`src/rtl/rm_symbol_feeder.sv`:
```
// rm_symbol_feeder: producer end of the runtime-monitor symbol interface.
// Buffers core trace-event symbols in a FIFO, streams them one per cycle to
// the monitor cluster, and sequences the cluster reset (power-on pulse and
// drain-then-reset restart).
//
// Ports:
//   clk, reset     clock, asynchronous active-high reset
//   ev_valid       core offers ev_symbol
//   ev_symbol      offered symbol
//   ev_ready       combinational accept (STREAM state and FIFO not full)
//   enable         permit streaming while in STREAM
//   restart_req    one-cycle request: drain FIFO, then reset the monitor
//   symbols        registered symbol to the monitor
//   run            registered qualifier, symbols valid this cycle
//   mon_reset      registered reset to the monitor cluster
//   restart_done   one-cycle pulse when a reset sequence completes
//   fifo_level     current FIFO occupancy
//   sym_count      cycles with run=1, modulo 2^CNT_W
module rm_symbol_feeder #(
  parameter int unsigned DEPTH      = 8,
  parameter int unsigned SYM_W      = 8,
  parameter int unsigned RST_CYCLES = 4,
  parameter int unsigned CNT_W      = 16
) (
  input  logic                     clk,
  input  logic                     reset,
  input  logic                     ev_valid,
  input  logic [SYM_W-1:0]         ev_symbol,
  output logic                     ev_ready,
  input  logic                     enable,
  input  logic                     restart_req,
  output logic [SYM_W-1:0]         symbols,
  output logic                     run,
  output logic                     mon_reset,
  output logic                     restart_done,
  output logic [$clog2(DEPTH):0]   fifo_level,
  output logic [CNT_W-1:0]         sym_count
);

  localparam int unsigned PTR_W = $clog2(DEPTH);
  localparam int unsigned LVL_W = PTR_W + 1;
  localparam int unsigned RC_W  = $clog2(RST_CYCLES + 1);

  typedef enum logic [1:0] {
    ST_MRESET,
    ST_STREAM,
    ST_DRAIN
  } state_t;

  state_t            state_q, state_d;
  logic [RC_W-1:0]   rst_cnt_q, rst_cnt_d;
  logic              mon_reset_d;
  logic              restart_done_d;
  logic              pop_en;
  logic              push;
  logic              pop;

  logic [SYM_W-1:0]  mem [DEPTH];
  logic [PTR_W-1:0]  wr_ptr;
  logic [PTR_W-1:0]  rd_ptr;

  assign push = ev_valid && ev_ready;
  assign pop  = pop_en && (fifo_level != '0);

  // State register plus the registered reset-sequencer outputs.
  always_ff @(posedge clk or posedge reset) begin
    if (reset) begin
      state_q      <= ST_MRESET;
      rst_cnt_q    <= RC_W'(RST_CYCLES);
      mon_reset    <= 1'b1;
      restart_done <= 1'b0;
    end else begin
      state_q      <= state_d;
      rst_cnt_q    <= rst_cnt_d;
      mon_reset    <= mon_reset_d;
      restart_done <= restart_done_d;
    end
  end

  // Next-state, accept and pop-permit logic.
  always_comb begin
    state_d        = state_q;
    rst_cnt_d      = rst_cnt_q;
    mon_reset_d    = mon_reset;
    restart_done_d = 1'b0;
    ev_ready       = 1'b0;
    pop_en         = 1'b0;
    case (state_q)
      ST_STREAM: begin
        // Full check ignores a same-cycle pop, so a full FIFO never pushes.
        ev_ready = (fifo_level != LVL_W'(DEPTH));
        pop_en   = enable;
        if (restart_req) begin
          state_d = ST_DRAIN;
        end
      end
      ST_DRAIN: begin
        pop_en = 1'b1;
        // No pushes in DRAIN and level 1 always pops, so this is "empty after this edge".
        if (fifo_level <= LVL_W'(1)) begin
          state_d     = ST_MRESET;
          rst_cnt_d   = RC_W'(RST_CYCLES);
          mon_reset_d = 1'b1;
        end
      end
      ST_MRESET: begin
        rst_cnt_d = rst_cnt_q - RC_W'(1);
        if (rst_cnt_q == RC_W'(1)) begin
          state_d        = ST_STREAM;
          mon_reset_d    = 1'b0;
          restart_done_d = 1'b1;
        end
      end
      default: begin
        state_d = ST_MRESET;
      end
    endcase
  end

  // FIFO storage; contents need no reset since level gates every read.
  always_ff @(posedge clk) begin
    if (push) begin
      mem[wr_ptr] <= ev_symbol;
    end
  end

  // FIFO pointers and occupancy; pointers wrap naturally at DEPTH (power of 2).
  always_ff @(posedge clk or posedge reset) begin
    if (reset) begin
      wr_ptr     <= '0;
      rd_ptr     <= '0;
      fifo_level <= '0;
    end else begin
      if (push) begin
        wr_ptr <= wr_ptr + PTR_W'(1);
      end
      if (pop) begin
        rd_ptr <= rd_ptr + PTR_W'(1);
      end
      case ({push, pop})
        2'b10:   fifo_level <= fifo_level + LVL_W'(1);
        2'b01:   fifo_level <= fifo_level - LVL_W'(1);
        default: fifo_level <= fifo_level;
      endcase
    end
  end

  // Registered symbol stream and issued-symbol counter.
  always_ff @(posedge clk or posedge reset) begin
    if (reset) begin
      symbols   <= '0;
      run       <= 1'b0;
      sym_count <= '0;
    end else begin
      run <= pop;
      if (pop) begin
        symbols   <= mem[rd_ptr];
        sym_count <= sym_count + CNT_W'(1);
      end
    end
  end

endmodule

```
`config.mk`:
```
export PLATFORM = sky130hd
export DESIGN_NAME = rm_symbol_feeder
export DESIGN_NICKNAME = d
export VERILOG_FILES = /design/src/rtl/rm_symbol_feeder.sv
export SDC_FILE = /design/constraint.sdc
export NUM_CORES = 1
export LEC_CHECK = 0
export BUFFER_PORTS_ARGS = -buffer_cell sky130_fd_sc_hd__buf_2
export CAP_MARGIN = 0
export CELL_PAD_IN_SITES_DETAIL_PLACEMENT = 1
export CELL_PAD_IN_SITES_GLOBAL_PLACEMENT = 2
export CORE_MARGIN = 2
export CORE_UTILIZATION = 30
export DETAILED_ROUTE_END_ITERATION = 12
export PLACE_DENSITY_LB_ADDON = 0.1
export SYNTH_ARGS = -nofsm -noshare
export SYNTH_HDL_FRONTEND = slang
export SYNTH_SLANG_ARGS = --single-unit
```
`constraint.sdc`:
```
create_clock -name clk -period 2.1 [get_ports clk]
set_input_delay 0 -clock clk [delete_from_list [all_inputs] [get_ports clk]]
set_output_delay 0 -clock clk [all_outputs]
set_load 0.05 [all_outputs]
```
======== After elaboration in Yosys (flattened, before gate mapping) ========
Memories as Yosys holds them, arrays and structs flattened. A register that Yosys moved wholly into a read port is not among the register bits.
Cells that the tools add are included.
operators by class
  add/sub/neg operators ................... 6
  reductions and logical operators ........ 9
  $lt $le $gt $ge ......................... 1
  equal/unequal tests ..................... 9
  mux-type cells .......................... 16
operators with widths
  operator               count
  $add 16x1->16 const B  1
  $pmux 4 s2             1
  $mux 1                 7
  $add 3x1->3 const B    2
  $mux 2                 3
  $ne 2x2->1 const B     3
  $pmux 2 s3             1
  $pmux 3 s2             1
  $reduce_and 3->1       2
  $add 4x1->4 const B    1
  $eq 2x1->1 const B     2
  $eq 2x2->1 const B     2
  $le 4x1->1 const B     1
  $ne 4x4->1 const B     1
  $pmux 1 s2             2
  $reduce_bool 2->1      2
  $reduce_bool 4->1      1
  $sub 4x1->4 const B    1
  $eq 3x1->1 const B     1
  $mux 3                 1
  $sub 3x1->3 const B    1
  $logic_and 1x1->1      2
  $logic_not 2->1        1
  $reduce_and 2->1       1
word-level totals
  output and inout bits ................... 32
  word-level logic and storage cells ...... 51
  register bits ........................... 34
  bits in writable memories ............... 64
  memories kept ........................... 1
  input bits .............................. 13
memory list
  name  words  width  rd ports  clocked after memory_dff  wr ports  RTL line  text
  mem   8      8      1         1                         1         58        logic [SYM_W-1:0] mem [DEPTH];

======== Longest topological paths before layout ========
Gate-level depths: netlist of the first run.
  word-level depth ........................ 5
  mapped depth ............................ 10
  gate-level depth less buffers ........... 9

======== Least setup slack after synthesis of the first run ========
OpenSTA, ideal clock, no wires.
  path type ............................... register -> register
  start ................................... register fifo_level[0]
  end ..................................... memory mem[0][0] (enable)
  setup time .............................. 383 ps
  path slack .............................. -443 ps
  data required time ...................... 1,717 ps
  period minus slack after synthesis ...... 2,543 ps
  data arrival time ....................... 2,160 ps
  cell stages (with the launch flop) ...... 8
  path through ............................ dfrtp_1 > inv_1 > ha_1 > nand3b_1 > and3_1 > buf_2 > nand2b_1 > nor3_1
between the ends
  cells in the longest elaborated chain, start to end .. 5
RTL lines
  element                       RTL line  text
  from (decl)                   36        output logic [$clog2(DEPTH):0] fifo_level,
  from (signal assigned)        141       2'b10: fifo_level <= fifo_level + LVL_W'(1);
  from (signal assigned)        142       2'b01: fifo_level <= fifo_level - LVL_W'(1);
  from (signal assigned)        143       default: fifo_level <= fifo_level;
  $ne 4x4->1                    91        ev_ready = (fifo_level != LVL_W'(DEPTH));
  $mux 1                        88        case (state_q)
  $logic_and 1x1->1             62        assign push = ev_valid && ev_ready;
  $mux 1                        122       if (push) begin
  $mux 1 (implied by the code)  123       mem[wr_ptr] <= ev_symbol;
  to (decl)                     58
Every way passes these cells.

======== Final worst setup path of the first run ========
  start ................................... register fifo_level[1]
  end ..................................... register fifo_level[3]
between the ends
  elaborated cells on any way between the ends .. 11
  those cells by class .................... 2 x add/sub; 3 x eq/ne; 2 x mux; 4 x reduce/logical
RTL lines
  element                                                 RTL line  text
  $reduce_bool 4->1 (*)                                   63        assign pop = pop_en && (fifo_level != '0);
  $logic_and 1x1->1 (*)                                   63
  via pop                                                 56        logic pop;
  $eq 2x1->1 / $eq 2x2->1 (equally long branches)         140       case ({push, pop})
  $pmux 4 s2 / $reduce_bool 2->1 (equally long branches)  -
The timed path passes the listed nets; every way through them passes the cells marked *.
A chain may end at the register's enable or synchronous reset.

==> results.txt, run 1 <==
----------------------------------------------------
[Floorplanning]
  Vertical die dimension ... 126.3 um
  Area of the die ... 15950 um2
  Std-Cell Core Area ... 14590 um2
  Die boundary width ... 126.3 um
  Ports ... 45
  Initial Util ... 0.3075
  Placement row count ... 44

[Cells and area]
  Count of nets after finishing ... 385
  Utilization of the core after routing ... 0.3739
  # diodes ... 0
  Most common library cell in the layout ignoring fill and taps ... sky130_fd_sc_hd__edfxtp_1
  Layout cells sized above 1 ... 0.3049
  Leading cell types in the layout, fill and taps excluded ... 64 x sky130_fd_sc_hd__edfxtp_1, 44 x sky130_fd_sc_hd__buf_2, 38 x sky130_fd_sc_hd__dfrtp_1, 25 x sky130_fd_sc_hd__nand2_1, 19 x sky130_fd_sc_hd__buf_4
  Synthesis-to-layout area growth ... 21.58%
  Cell Count, Final, Fillers Out ... 548

[Routing]
  Vias ... 2503
  Number of remaining DRC errors ... 0
  Post-route ant nets ... 0
  Number of search-and-repair iterations in the first detailed-routing pass ... 4
  Number of vias per cell after detailed routing ... 4.568
  Initial DRC Count ... 126
  Total wire length ... 9.329 mm
  Routed length per placed instance ... 17.02 um

[Clock network]
  Maximum count of clock buffers along a single path ... 2
  Clock Tree Root ... sky130_fd_sc_hd__clkbuf_16
  TritonCTS buffer count ... 9
  Number of H-tree levels ... 3
  Clock insertion delay at the later pin of the skew report ... 350 ps
  Clock transition at path regs ... 70 ps
  TritonCTS clock tree ... yes
  CTS sink count ... 106

[Global routing]
  Global-route usage over all layers ... 0.1287
  Antenna violations before repair ... 0
  Via count of the first global-routing pass ... 2772
  Largest net degree at the start of global routing ... 43
  Overall overflow remaining after global route ... 0
  First-pass GRT wire length ... 15.36 mm

[Worst setup path]
  Arrival time at the worst endpoint ... 2200 ps
  Crit Path Class ... register to register
  Register-to-register setup slack ... 170 ps
  Largest incremental delay on the critical path ... 410 ps
  Family of cells with the greatest summed delay on the critical path ... simple AND/OR/NAND/NOR gates
  Startpoint type of the worst setup path ... register
  Critical path endpoint category ... register
  Worst path bufs/invs ... 2
  Critical Path Stages ... 9
  Cells along the critical path ... inv_2, ha_2, or3b_1, nand3_2, inv_2, ha_4, nand4b_1, a21oi_2, xor2_1
  Number of cells on the worst reg-to-reg path ... 9
  Most repeated library cell on the critical path ... sky130_fd_sc_hd__inv_2
  Worst EP required ... 2380 ps
  CP max-delay cell ... sky130_fd_sc_hd__dfrtp_2
  Critical-path maximum fanout ... 5

[Placement]
  HPWL after DPL ... 6.152 mm
  Input/output buffers ... 44
  Pre-CTS worst setup slack ... 157.8 ps
  Final weighted congestion of routability-driven global placement ... 0.6759
  Cell count after placement ... 522

[Logic synthesis]
  Cell taking the most area after synthesis ... sky130_fd_sc_hd__edfxtp_1
  Proportion of synthesized chip area in sequential cells ... 0.6631
  Post-synth top area share ... 0.4283
  Leading register cell type out of synthesis ... sky130_fd_sc_hd__edfxtp_1
  Cell area after technology mapping ... 4487 um2
  Synth unique cells ... 45
  Cell types occupying the most area after synthesis ... sky130_fd_sc_hd__edfxtp_1 43%, sky130_fd_sc_hd__dfrtp_1 22%, sky130_fd_sc_hd__mux4_2 5.0%
  Post-Syn Area per Cell ... 15.80 um2
  Number of enable flip-flop cells after synthesis ... 64
  Synthesized instance count ... 284
  Synth Register Bits ... 106
  Net count of the mapped netlist ... 310
  Number of warnings issued by yosys ... 0
  Share of synthesized flip-flops with an asynchronous set or reset ... 0.3962

[Power and ir drop]
  Maximum resistive drop on vdd ... 0.0003958 V
  Overall power ... 7.123 mW
  Leakage Power ... 2.179 nW
  Pwr dens ... 1306 nW/um2

[Hold path]
  Hold path depth ... 3
  Worst min-delay path category ... input port to register

[Timing]
  Actual transition at the worst max-transition pin ... 611.5 ps
  Final Setup Violations ... 0
  Hold violation total from the final report ... 0
  Setup TNS ... 0 ps
  Final critical path time including I/O delays and setup ... 1927 ps
  Maximum clock rate ... 518.9 MHz
  Max-slew violation total from the final report ... 0
  Worst-case setup margin in the final layout ... 172.8 ps
  Period utilization ... 0.9177
  Tightest slew margin relative to the limit ... 0.5923
  RSZ-0062 raised after global routing ... no
  Setup clock skew after layout ... 7.077 ps

[Outcome]
  Result of the run ... completed

[Flow run]
  Max-cap violations ... 0

----------------------------------------------------
[path summary, 6_finish.rpt]
check                                           from                         to
min in group asynchronous                      reset  sym_count[12]$_DFFE_PP0P_
setup reg to reg           fifo_level[1]$_DFFE_PP0P_  fifo_level[3]$_DFFE_PP0P_
max in group asynchronous                      reset  fifo_level[1]$_DFFE_PP0P_
setup / recovery           fifo_level[1]$_DFFE_PP0P_  fifo_level[3]$_DFFE_PP0P_
hold reg to reg            sym_count[15]$_DFFE_PP0P_  sym_count[15]$_DFFE_PP0P_
hold / removal                              ev_valid      wr_ptr[0]$_DFFE_PP0P_
[Yosys cell counts (all sizes together) (2+ instances only)]
cell type and count:
nand3 9, nor4 2, xnor2 16, mux2 2, ha 13, dfrtp 40, o21ai 12, dfstp 2
xor2 7, nand2b 4, inv 11, nor3 4, buf 8, nand2 25, a21oi 4, mux4 16
nor2 14, mux2i 9, edfxtp 64, and4 2, nand4 4
[what timing repair did]
item / 4_1_cts / 5_1_grt
resized for setup: 0 / 2
setup endpoints to repair: 0 / 5
setup buffers: 0 / 1
hold buffers: 9 / 0
hold endpoints to repair: 104 / 0
[per-layer routing]
metal  vias to the layer above  routed length [um]  part of all wire  GRT usage
li1                       1201                   -                 -          -
met1                      1250                4653              0.50     0.1829
met2                        40                4148              0.44     0.1920
met3                        12                 360             0.039    0.03121
met4                         0                 167             0.018    0.04848
met5                         -                   0                 0          0
[worst min-delay path: cells and delay by family]
family                    cells  cell delay, ps
xor gates and xnor gates      1              90
buffers and inverters         1              80
and+or+nand+nor               1             240
[registers in the layout (all words and copies together), names as in the netlist]
| signal | count |
|---|---|
| mem | 64 |
| fifo_level | 4 |
| sym_count | 16 |
| wr_ptr | 3 |
| rst_cnt_q | 3 |
| rd_ptr | 3 |
| symbols | 8 |
| restart_done | 1 |
| state_q | 2 |
| run | 1 |
| mon_reset | 1 |
[cells by family (layout without fill, tap and decap cells)]
group	count (synthesis)	count (layout)	share of synthesized area
and+or+nand+nor	72	72	0.08589
xor gates and xnor gates	23	23	0.04490
muxes	27	27	0.1104
buffers and inverters	20	100	0.02733
AOI/OAI and AO/OA	23	23	0.03207
adders and majority gates	13	13	0.03625
DFF	106	106	0.6631
[cell type report]
class	instances	area, um2
Fill cell	1531	9134
Tap cell	184	230.2
Multi-Input combinational cell	158	1419
Inverter	11	41.29
Clock buffer	9	225.2
Timing Repair Buffer	73	473.0
Clock inverter	7	88.84
Sequential cell	106	2978
[power by group]
part | switching, mW | total [mW] | internal (mW) | leakage [nW]
logic | 1.51 | 2.52 | 1.00 | 0.906
registers | 0.300 | 2.83 | 2.53 | 1.12
clock network | 0.828 | 1.78 | 0.951 | 0.155
total | 2.64 | 7.12 | 4.48 | 2.18
[stage by stage]
stage / hold slack (ps) / instance area (um2)
after floorplan: 98.87 / 4514
after global placement: 187.9 / 5039
after detailed placement: 195.1 / 5039
after CTS: 87.10 / 5443
after global routing: 110.8 / 5455
final: 100.1 / 5455
Note: power is estimated with default switching activity, not from simulation.
==> inputs of run 2 (changes only) <==
--- a/config.mk
+++ b/config.mk
@@ -9,7 +9,6 @@
 export CAP_MARGIN = 0
 export CELL_PAD_IN_SITES_DETAIL_PLACEMENT = 1
 export CELL_PAD_IN_SITES_GLOBAL_PLACEMENT = 2
-export CORE_MARGIN = 2
 export CORE_UTILIZATION = 30
 export DETAILED_ROUTE_END_ITERATION = 12
 export PLACE_DENSITY_LB_ADDON = 0.1
==> constraint.sdc (replaced) <==
create_clock -name clk -period 2.1 [get_ports clk]
set_input_delay 0 -clock clk [delete_from_list [all_inputs] [get_ports clk]]
set_output_delay 0 -clock clk [all_outputs]
set_load 0.02 [all_outputs]
==> run 2 against run 1 <==
Compared with the run above:
- worst hold slack better by 30 ps
- combinational power fell by 13%
- setup slack got worse by 27 ps
- sequential power barely moved
- via count is 3.2% higher
- clock skew rose by 2.5 ps
- register-to-register slack got worse by 30 ps
- non-clock buffer count increased by 4
- fmax decreased by 1.4%
- sequential cell count did not move
- cell area about the same
- critical endpoint unchanged
- final cell count is 0.73% higher
==> results.txt, run 2 (synthesis gave the netlist of run 1 again) <==
----------------------------------------------------
[Cells and area]
  Final instance area ... 5453 um2 (about the same)
  Register containing the most flip-flops in the final layout ... mem
  Number of flip-flops under the largest register name ... 64 (unchanged)
  Layout cells sized above 1 ... 0.3043 (-0.0005972)
  Most common library cell in the layout ignoring fill and taps ... sky130_fd_sc_hd__edfxtp_1
  # diodes ... 0 (unchanged)
  Leading registers by flop count ... mem x64, sym_count x16, symbols x8
  Synthesis-to-layout area growth ... 21.53% (about the same)
  Count of nets after finishing ... 389 (+1.0%)
  Leading cell types in the layout, fill and taps excluded ... 64 x sky130_fd_sc_hd__edfxtp_1, 44 x sky130_fd_sc_hd__buf_2, 38 x sky130_fd_sc_hd__dfrtp_1, 25 x sky130_fd_sc_hd__nand2_1, 23 x sky130_fd_sc_hd__buf_4

[Clock network]
  Post-CTS Setup Repair Bufs ... 0 (unchanged)
  TritonCTS clock tree ... yes
  TritonCTS buffer count ... 9 (unchanged)
  Number of H-tree levels ... 3 (unchanged)
  Clock transition at path regs ... 70 ps (about the same)
  Maximum count of clock buffers along a single path ... 2 (unchanged)
  Clock insertion delay at the later pin of the skew report ... 360 ps (about the same)
  CTS sink count ... 106 (unchanged)
  Clock Tree Root ... sky130_fd_sc_hd__clkbuf_16

[Routing]
  Initial DRC Count ... 160 (+27%)
  Post-route ant nets ... 0 (unchanged)
  Vias ... 2584 (+3.2%)
  Routed length per placed instance ... 17.68 um (+3.9%)
  Number of search-and-repair iterations in the first detailed-routing pass ... 4 (unchanged)
  Total wire length ... 9.759 mm (+4.6%)
  Number of remaining DRC errors ... 0 (unchanged)
  Number of vias per cell after detailed routing ... 4.681 (+2.5%)

[Worst setup path]
  CP max-delay cell ... sky130_fd_sc_hd__dfrtp_2
  Critical-path maximum fanout ... 5 (unchanged)
  Cells along the critical path ... inv_1, ha_2, or3b_1, nand3_2, inv_2, ha_2, nand4b_1, a21oi_2, xor2_1
  Family of cells with the greatest summed delay on the critical path ... simple AND/OR/NAND/NOR gates
  Crit Path Class ... register to register
  Critical path endpoint category ... register
  Startpoint type of the worst setup path ... register
  Worst path bufs/invs ... 2 (unchanged)
  Largest incremental delay on the critical path ... 400 ps (about the same)
  Worst EP required ... 2380 ps (about the same)
  Most repeated library cell on the critical path ... sky130_fd_sc_hd__ha_2
  Arrival time at the worst endpoint ... 2230 ps (+30 ps)

[Timing]
  Maximum clock rate ... 511.6 MHz (-1.4%)
  Final critical path time including I/O delays and setup ... 1954 ps (+27.25 ps)
  Max-slew violation total from the final report ... 0 (unchanged)
  Setup clock skew after layout ... 9.530 ps (+2.453 ps)
  Actual transition at the worst max-transition pin ... 611.9 ps (+0.3396 ps)
  Setup TNS ... 0 ps (unchanged)
  Tightest slew margin relative to the limit ... 0.5921 (about the same)
  Worst-case setup margin in the final layout ... 145.5 ps (-27.25 ps)
  Hold violation total from the final report ... 0 (unchanged)
  RSZ-0062 raised after global routing ... no
  Period utilization ... 0.9307 (+0.01298)
  Final Setup Violations ... 0 (unchanged)

[Power and ir drop]
  Sw Pwr ... 2.307 mW (-13%)
  Clock power share ... 0.252 (+0.002)
  Pwr dens ... 1222 nW/um2 (-6.4%)
  Leakage Power ... 2.188 nW (+0.42%)
  Share of total power in combinational logic ... 0.328 (-0.025)
  Flop pwr share ... 0.420 (+0.023)
  Maximum resistive drop on vdd ... 0.0004542 V (+15%)
  Internal power summed over all cells ... 4.355 mW (-2.8%)
  Switching portion of total power ... 0.3463 (-0.02473)

[Floorplanning]
  Die boundary width ... 124.3 um (-1.6%)
  Vertical die dimension ... 124.3 um (-1.6%)
  Std-Cell Core Area ... 14590 um2 (unchanged)
  Placement row count ... 44 (unchanged)
  Initial Util ... 0.3075 (unchanged)
  Ports ... 45 (unchanged)
  Area of the die ... 15450 um2 (-3.1%)

[Global routing]
  Overall overflow remaining after global route ... 0 (unchanged)
  Largest net degree at the start of global routing ... 24 (-44%)
  First-pass GRT wire length ... 15.89 mm (+3.5%)
  Via count of the first global-routing pass ... 2756 (-0.58%)
  Global-route usage over all layers ... 0.1371 (+0.008380)
  Antenna violations before repair ... 0 (unchanged)

[Placement]
  Final weighted congestion of routability-driven global placement ... 0.6865 (+1.6%)
  HPWL after DPL ... 6.690 mm (+8.7%)
  Placed cell area ... 5061 um2 (+0.45%)
  Pre-CTS worst setup slack ... 68.00 ps (-89.78 ps)
  Input/output buffers ... 44 (unchanged)

[Hold path]
  Worst min-delay path category ... input port to register

[Flow run]
  Max-cap violations ... 0 (unchanged)

[Outcome]
  Result of the run ... completed

----------------------------------------------------
## run 2: final timing paths
check	start	end	slack, ps	depth (start not counted)
worst max register to register	fifo_level[0]$_DFFE_PP0P_	fifo_level[3]$_DFFE_PP0P_	150	9
max in group asynchronous	reset	rst_cnt_q[2]$_DFFE_PP1P_	1330	4
worst min-delay path	restart_req	state_q[0]$_DFFE_PP0P_	130	3
min in group asynchronous	reset	sym_count[9]$_DFFE_PP0P_	180	3
worst max-delay path	fifo_level[0]$_DFFE_PP0P_	fifo_level[3]$_DFFE_PP0P_	150	9
worst min register to register	sym_count[15]$_DFFE_PP0P_	sym_count[15]$_DFFE_PP0P_	460	1
## run 2: per-layer routing
layer	up-vias	part of all wire	wire [um]	global-route usage
met5	-	0	0	0
met4	0	0.016	152	0.05528
met3	12	0.035	344	0.03093
met2	47	0.46	4488	0.2067
met1	1322	0.49	4774	0.1907
li1	1203	-	-	-
## run 2: final cells by class
type,instances,area (um2)
multi-input cells,158,1408
clock inverters,7,67.56
repair buffers,77,503.0
flip-flops and latches,106,2978
well taps,184,230.2
inverters,11,41.29
clock buffers,9,225.2
fillers,1546,9136
## run 2: stage by stage
step           hold WS (ps)  std cells    util  power (mW)
2_1_floorplan         98.87        284       -       4.374
3_3_place_gp          10.22        527  0.3469       5.011
3_5_place_dp          18.06        527  0.3469       5.047
4_1_cts               126.3        552  0.3732       6.765
5_1_grt               138.6        552  0.3738       7.122
6_report              130.1        552  0.3738       6.663
## run 2: power by group through the flow
stage               sequential, mW  clock (mW)  combinational (mW)
CTS                           2.81        1.74                2.21
finish                        2.80        1.68                2.19
global route                  2.85        1.84                2.43
floorplan                     2.95           0                1.42
global placement              2.84           0                2.18
detailed placement            2.85           0                2.19
## run 2: worst min-delay path, cell delays in order
cell and delay, ps:
sky130_fd_sc_hd__buf_2 90, sky130_fd_sc_hd__nor2b_1 70, sky130_fd_sc_hd__o32a_1 290
## run 2: what timing repair did
item / in CTS / in global routing
hold buffers: 9 / 0
gates resized for setup: 0 / 3
hold endpoints to repair: 78 / 0
endpoints found under the setup margin: 0 / 1
